File: src/rtl/dmul_complex_issuer.sv
// Initiator-side sequencer for a single double_multiplier: accepts one complex
// operand pair, issues the four real partial products in turn, presents them together.
module dmul_complex_issuer #(
    parameter int W = 64
) (
    input  logic         clk,
    input  logic         reset,
    input  logic [W-1:0] in_ar,
    input  logic [W-1:0] in_ai,
    input  logic [W-1:0] in_br,
    input  logic [W-1:0] in_bi,
    input  logic         in_stb,
    output logic         in_ack,
    output logic [W-1:0] mul_a,
    output logic [W-1:0] mul_b,
    output logic         mul_a_stb,
    output logic         mul_b_stb,
    input  logic         mul_a_ack,
    input  logic         mul_b_ack,
    input  logic [W-1:0] mul_z,
    input  logic         mul_z_stb,
    output logic         mul_z_ack,
    output logic [W-1:0] p_rr,
    output logic [W-1:0] p_ii,
    output logic [W-1:0] p_ri,
    output logic [W-1:0] p_ir,
    output logic         out_stb,
    input  logic         out_ack
);

    typedef enum logic [1:0] {IDLE, SEND, WAIT_Z, OUT} state_t;

    state_t         state;
    logic [1:0]     k;
    logic [W-1:0]   ar, ai, br, bi;
    logic           a_done, b_done;

    logic           a_fire, b_fire, both_done;
    logic [1:0]     k_next;
    logic [W-1:0]   next_a, next_b;

    always_comb begin
        a_fire    = mul_a_stb && mul_a_ack;
        b_fire    = mul_b_stb && mul_b_ack;
        both_done = (a_done || a_fire) && (b_done || b_fire);
        k_next    = k + 2'd1;
        // Product order rr, ii, ri, ir: a alternates ar/ai, b is bi for k = 1, 2.
        next_a    = k_next[0] ? ai : ar;
        next_b    = (k_next[0] ^ k_next[1]) ? bi : br;
    end

    always_ff @(posedge clk or posedge reset) begin
        if (reset) begin
            state     <= IDLE;
            k         <= '0;
            ar        <= '0;
            ai        <= '0;
            br        <= '0;
            bi        <= '0;
            a_done    <= 1'b0;
            b_done    <= 1'b0;
            in_ack    <= 1'b0;
            mul_a     <= '0;
            mul_b     <= '0;
            mul_a_stb <= 1'b0;
            mul_b_stb <= 1'b0;
            mul_z_ack <= 1'b0;
            p_rr      <= '0;
            p_ii      <= '0;
            p_ri      <= '0;
            p_ir      <= '0;
            out_stb   <= 1'b0;
        end else begin
            case (state)
                IDLE: begin
                    in_ack <= 1'b1;
                    if (in_stb && in_ack) begin
                        ar        <= in_ar;
                        ai        <= in_ai;
                        br        <= in_br;
                        bi        <= in_bi;
                        k         <= '0;
                        in_ack    <= 1'b0;
                        mul_a     <= in_ar;
                        mul_b     <= in_br;
                        mul_a_stb <= 1'b1;
                        mul_b_stb <= 1'b1;
                        a_done    <= 1'b0;
                        b_done    <= 1'b0;
                        state     <= SEND;
                    end
                end
                SEND: begin
                    if (a_fire) begin
                        mul_a_stb <= 1'b0;
                        a_done    <= 1'b1;
                    end
                    if (b_fire) begin
                        mul_b_stb <= 1'b0;
                        b_done    <= 1'b1;
                    end
                    if (both_done) begin
                        mul_z_ack <= 1'b1;
                        state     <= WAIT_Z;
                    end
                end
                WAIT_Z: begin
                    if (mul_z_stb && mul_z_ack) begin
                        mul_z_ack <= 1'b0;
                        case (k)
                            2'd0:    p_rr <= mul_z;
                            2'd1:    p_ii <= mul_z;
                            2'd2:    p_ri <= mul_z;
                            default: p_ir <= mul_z;
                        endcase
                        if (k == 2'd3) begin
                            out_stb <= 1'b1;
                            state   <= OUT;
                        end else begin
                            k         <= k_next;
                            mul_a     <= next_a;
                            mul_b     <= next_b;
                            mul_a_stb <= 1'b1;
                            mul_b_stb <= 1'b1;
                            a_done    <= 1'b0;
                            b_done    <= 1'b0;
                            state     <= SEND;
                        end
                    end
                end
                default: begin
                    if (out_ack) begin
                        out_stb <= 1'b0;
                        in_ack  <= 1'b1;
                        state   <= IDLE;
                    end
                end
            endcase
        end
    end

endmodule

File: config.mk
export PLATFORM = sky130hd
export DESIGN_NAME = dmul_complex_issuer
export DESIGN_NICKNAME = d
export VERILOG_FILES = /design/src/rtl/dmul_complex_issuer.sv
export SDC_FILE = /design/constraint.sdc
export NUM_CORES = 1
export LEC_CHECK = 0
export BUFFER_PORTS_ARGS = -buffer_cell sky130_fd_sc_hd__clkbuf_2
export CAP_MARGIN = 10
export CORE_AREA = 2 2 276 278
export DETAILED_ROUTE_END_ITERATION = 7
export DIE_AREA = 0 0 278 280
export PLACE_DENSITY = 0.68
export SYNTH_ARGS = -nofsm -noshare
export SYNTH_HDL_FRONTEND = slang
export SYNTH_SLANG_ARGS = --single-unit
File: constraint.sdc
create_clock -name clk -period 19.66 [get_ports clk]
set_clock_uncertainty 0.1 [all_clocks]
set_input_delay 2.949 -clock clk [delete_from_list [all_inputs] [get_ports clk]]
set_output_delay 2.949 -clock clk [all_outputs]
set_load 0.01 [all_outputs]
---- After elaboration in Yosys (flattened, before gate mapping) ----
Index checks and enable logic that the tools add are counted.
word-level totals
  bits in registers ....................... 651
  output and inout port bits .............. 389
  input port bits ......................... 327
operators by class
  equality and inequality tests ........... 12
  bitwise gates (word level) .............. 4
  reduce and logical (&&, ||, !) cells .... 30
  $add $sub $neg .......................... 1
  muxes and demuxes ....................... 44
operators by type and width
  operator             number
  $mux 64              8
  $pmux 64 s2          2
  $mux 1               17
  $mux 2               8
  $reduce_and 3->1     5
  $ne 2x2->1 const B   7
  $pmux 1 s3           4
  $reduce_and 4->1     3
  $reduce_and 5->1     2
  $reduce_bool 2->1    4
  $eq 2x2->1 const B   3
  $pmux 1 s2           3
  $pmux 2 s3           1
  $logic_and 1x1->1    5
  $eq 2x1->1 const B   2
  $logic_not 2->1      2
  $pmux 2 s2           1
  $reduce_and 2->1     2
  $reduce_bool 4->1    1
  $reduce_or 2->1      2
  $not 1->1            3
  $reduce_bool 3->1    1
  $reduce_or 3->1      1
  $add 2x1->2 const B  1
  other kinds (2)      3

---- Longest topological paths before layout ----
  depth after elaboration ................. 6
  mapped depth ............................ 10
  mapped depth without buffers ............ 6

---- Worst setup path after synthesis ----
No wires, ideal clock.
  path type ............................... input port to flip-flop
  start ................................... input in_stb
  end ..................................... register ai[63]
  buffers on the path ..................... 2
  stages on the path ...................... 4
  slack ................................... 15502 ps
  data arrival time ....................... 3933 ps
  path through ............................ nand3_1 > clkbuf_1 > buf_2 > mux2_2
between the ends
  cells in the longest elaborated chain, start to end .. 2
ends and longest elaborated chain
  what                        line  RTL
  start, declared             12    input logic in_stb,
  $logic_and 1x1->1           77    if (in_stb && in_ack) begin
  $reduce_and 2->1 (no line)  --
  end signal, assigned        79    ai <= in_ai;
  end, declared               35    logic [W-1:0] ar, ai, br, bi;
Every way passes these cells.
A chain may end at the register's enable or synchronous reset.

==> flow_metrics.env <==
export IMPL_yosysSeqAreaShare_pct=60.5
export IMPL_port_buffer_count=715
export IMPL_grt_overflow_total=0
export IMPL_place_congestion=0.809
export IMPL_crit_type="in2async"
export IMPL_hold_buffers=0
export IMPL_finalMaxSlewViolations=0
export IMPL_slew_headroom_pct=25.3
export IMPL_final_cell_mix="clkbuf_2 (715), dfrtp_1 (650), mux2_2 (245)"
export IMPL_die_h_microns=280
export IMPL_core_area_sq_um=75200
export IMPL_min_path_type="reg2reg"
export IMPL_layout_nets=2960
export IMPL_syn_area_sq_um=26900
export IMPL_fmax_ghz=0.161
export IMPL_grt_max_degree=130
export IMPL_insertion_delay_ns=0.62
export IMPL_ioPinCount=716
export IMPL_start_util_pct=35.8
export IMPL_leakage_nw=16.6
export IMPL_placed_cell_area_sq_um=31100
export IMPL_antenna_found_initial=11
export IMPL_finalPower_w=0.00589
export IMPL_path_clk_slew_ns=0.05
export IMPL_period_share_pct=31.7
export IMPL_die_x_microns=278
export IMPL_via_count=18500
export IMPL_grt_total_usage_pct=19.0
export IMPL_synth_async_reset_ratio_pct=100
export IMPL_tightestPinTransition_ns=1.12
export IMPL_worst_hold_slack_ns=0.382
export IMPL_vdd_drop_max_v=0.000134
export IMPL_wl_per_cell_microns=20.7
export IMPL_dpl_cell_count=3530
export IMPL_drt_pass1_iterations=4
export IMPL_synthFlopType="dfrtp_1"
export IMPL_clockBufferDepth=3
export IMPL_end_kind="async pin"
export IMPL_grt_pass1_vias=18700
export IMPL_syn_inst=1948
export IMPL_hpwl_microns=52000
export IMPL_grt_pass1_wl_microns=115000
export IMPL_hold_violations=0
export IMPL_r2r_setup_slack_ns=15.68
export IMPL_syn_area_per_cell_sq_um=13.8
export IMPL_finalSetupTns_ns=0
export IMPL_yosys_warnings=0
export IMPL_final_common_cell="clkbuf_2"
export IMPL_cts_root_buf="clkbuf_16"
export IMPL_drc=0
export IMPL_cts_buffers=70
export IMPL_worstPathRequired_ns=20.20
export IMPL_status="finished clean"
export IMPL_power_density_nw_per_um2=175
export IMPL_cp_max_fo=129
export IMPL_fin_cells=3667
export IMPL_synth_edf_count=0
export IMPL_syn2layout_area_growth_pct=24.7
export IMPL_die_area_sq_um=77800
export IMPL_setup_viol=0
export IMPL_fillers=6930
export IMPL_rows=101
export IMPL_antenna_left=0
export IMPL_rsz0062_at_grt="no"
export IMPL_ys_seq_elements=651
export IMPL_cts_htree_levels=3
export IMPL_cap_violations=0
export IMPL_cts_setup_buffers=0
export IMPL_avgViaCountPerCell=5.03
export IMPL_wl_microns=76000
export IMPL_startpoint_type="primary input"
export IMPL_cp_arrival_ns=6.77
export IMPL_synth_cell_type_count=41
export IMPL_cts_tree="done"
export IMPL_clock_sinks=651
export IMPL_synth_fp_nets=2284
export IMPL_drive_above_1_share_pct=41.6
export IMPL_drt_iter0_drc=1019
export IMPL_cts_resized=0
export IMPL_stdcell_area_sq_um=33600
export IMPL_min_period_ns=6.23
## path summary, 6_finish.rpt
path,startpoint,to,cells past startpoint
min in group asynchronous,reset,p_rr[6],2
max in group clk,in_stb,ai[43],4
hold / removal,ar[54],ar[54],2
hold reg to reg,ar[54],ar[54],2
setup / recovery,reset,ai[43],6
setup reg to reg,k[0],mul_b[8],7
## Yosys cell counts (2+ instances only)
cell	count	area share (%)
a21o_1	2	0.056
a21oi_1	103	1.9
a221o_1	64	2.4
a22o_1	29	0.94
a31oi_1	2	0.046
buf_1	7	0.098
buf_2	50	0.93
buf_4	6	0.17
buf_6	39	1.6
clkbuf_1	33	0.46
dfrtp_1	651	60
ha_1	9	0.42
inv_1	35	0.49
mux2_1	240	10
mux2_2	245	10
mux2i_1	64	2.4
nand2_1	201	2.8
nand2_4	4	0.17
nand3_1	2	0.037
nor2_1	10	0.14
nor2b_1	3	0.070
o21ai_0	33	0.61
o22ai_1	64	1.5
o32ai_1	35	1.1
## critical path, cell delays in order
cell and delay, ns:
clkbuf_2 0.10, clkinvlp_4 0.47, buf_4 0.79, buf_4 0.83
buf_4 0.83, buf_12 0.56
## power by group
group	total [W]	leakage, nW	switching [W]	internal (W)
logic	0.00219	7.38	0.00120	0.000992
clock network	0.00139	1.20	0.000563	0.000825
registers	0.00230	8.03	0.000349	0.00196
total	0.00589	16.6	0.00211	0.00377
## layer usage
| layer | part of all wire, % | GRT usage, % | wire length, microns |
|---|---|---|---|
| met5 | 0.061 | 0 | 46 |
| met4 | 4.7 | 9.15 | 3560 |
| met3 | 7.7 | 6.35 | 5840 |
| met2 | 48 | 30.8 | 36100 |
| met1 | 40 | 22.8 | 30400 |
## per-stage QoR
stage	util, %	setup WS (ns)
floorplan	-	7.71
global placement	41.3	12.63
detailed placement	41.3	12.65
CTS	44.6	13.29
global route	44.6	12.81
finish	44.7	13.43
## logic make-up after synthesis
| logic type | Yosys count | synth area share [%] |
|---|---|---|
| multiplexers | 549 | 22.7 |
| XOR/XNOR | 2 | 0.204 |
| AND/OR/NAND/NOR | 225 | 3.40 |
| buffers and inverters | 171 | 3.79 |
| adder cells (fa/ha/maj) | 9 | 0.418 |
| AO/OA/AOI/OAI | 341 | 9.05 |
| flip-flops | 651 | 60.5 |
## final cells by class
class,count,area (sq um),area share (%)
inverters,36,139,0.414
diodes,8,20.0,0.0596
multi-input cells,1126,9650,28.7
repair buffers,739,3770,11.2
flip-flops and latches,651,16300,48.5
clock buffers,106,2090,6.22
well taps,978,1220,3.64
clock inverters,23,390,1.16
(Power assumes the default switching activity.)
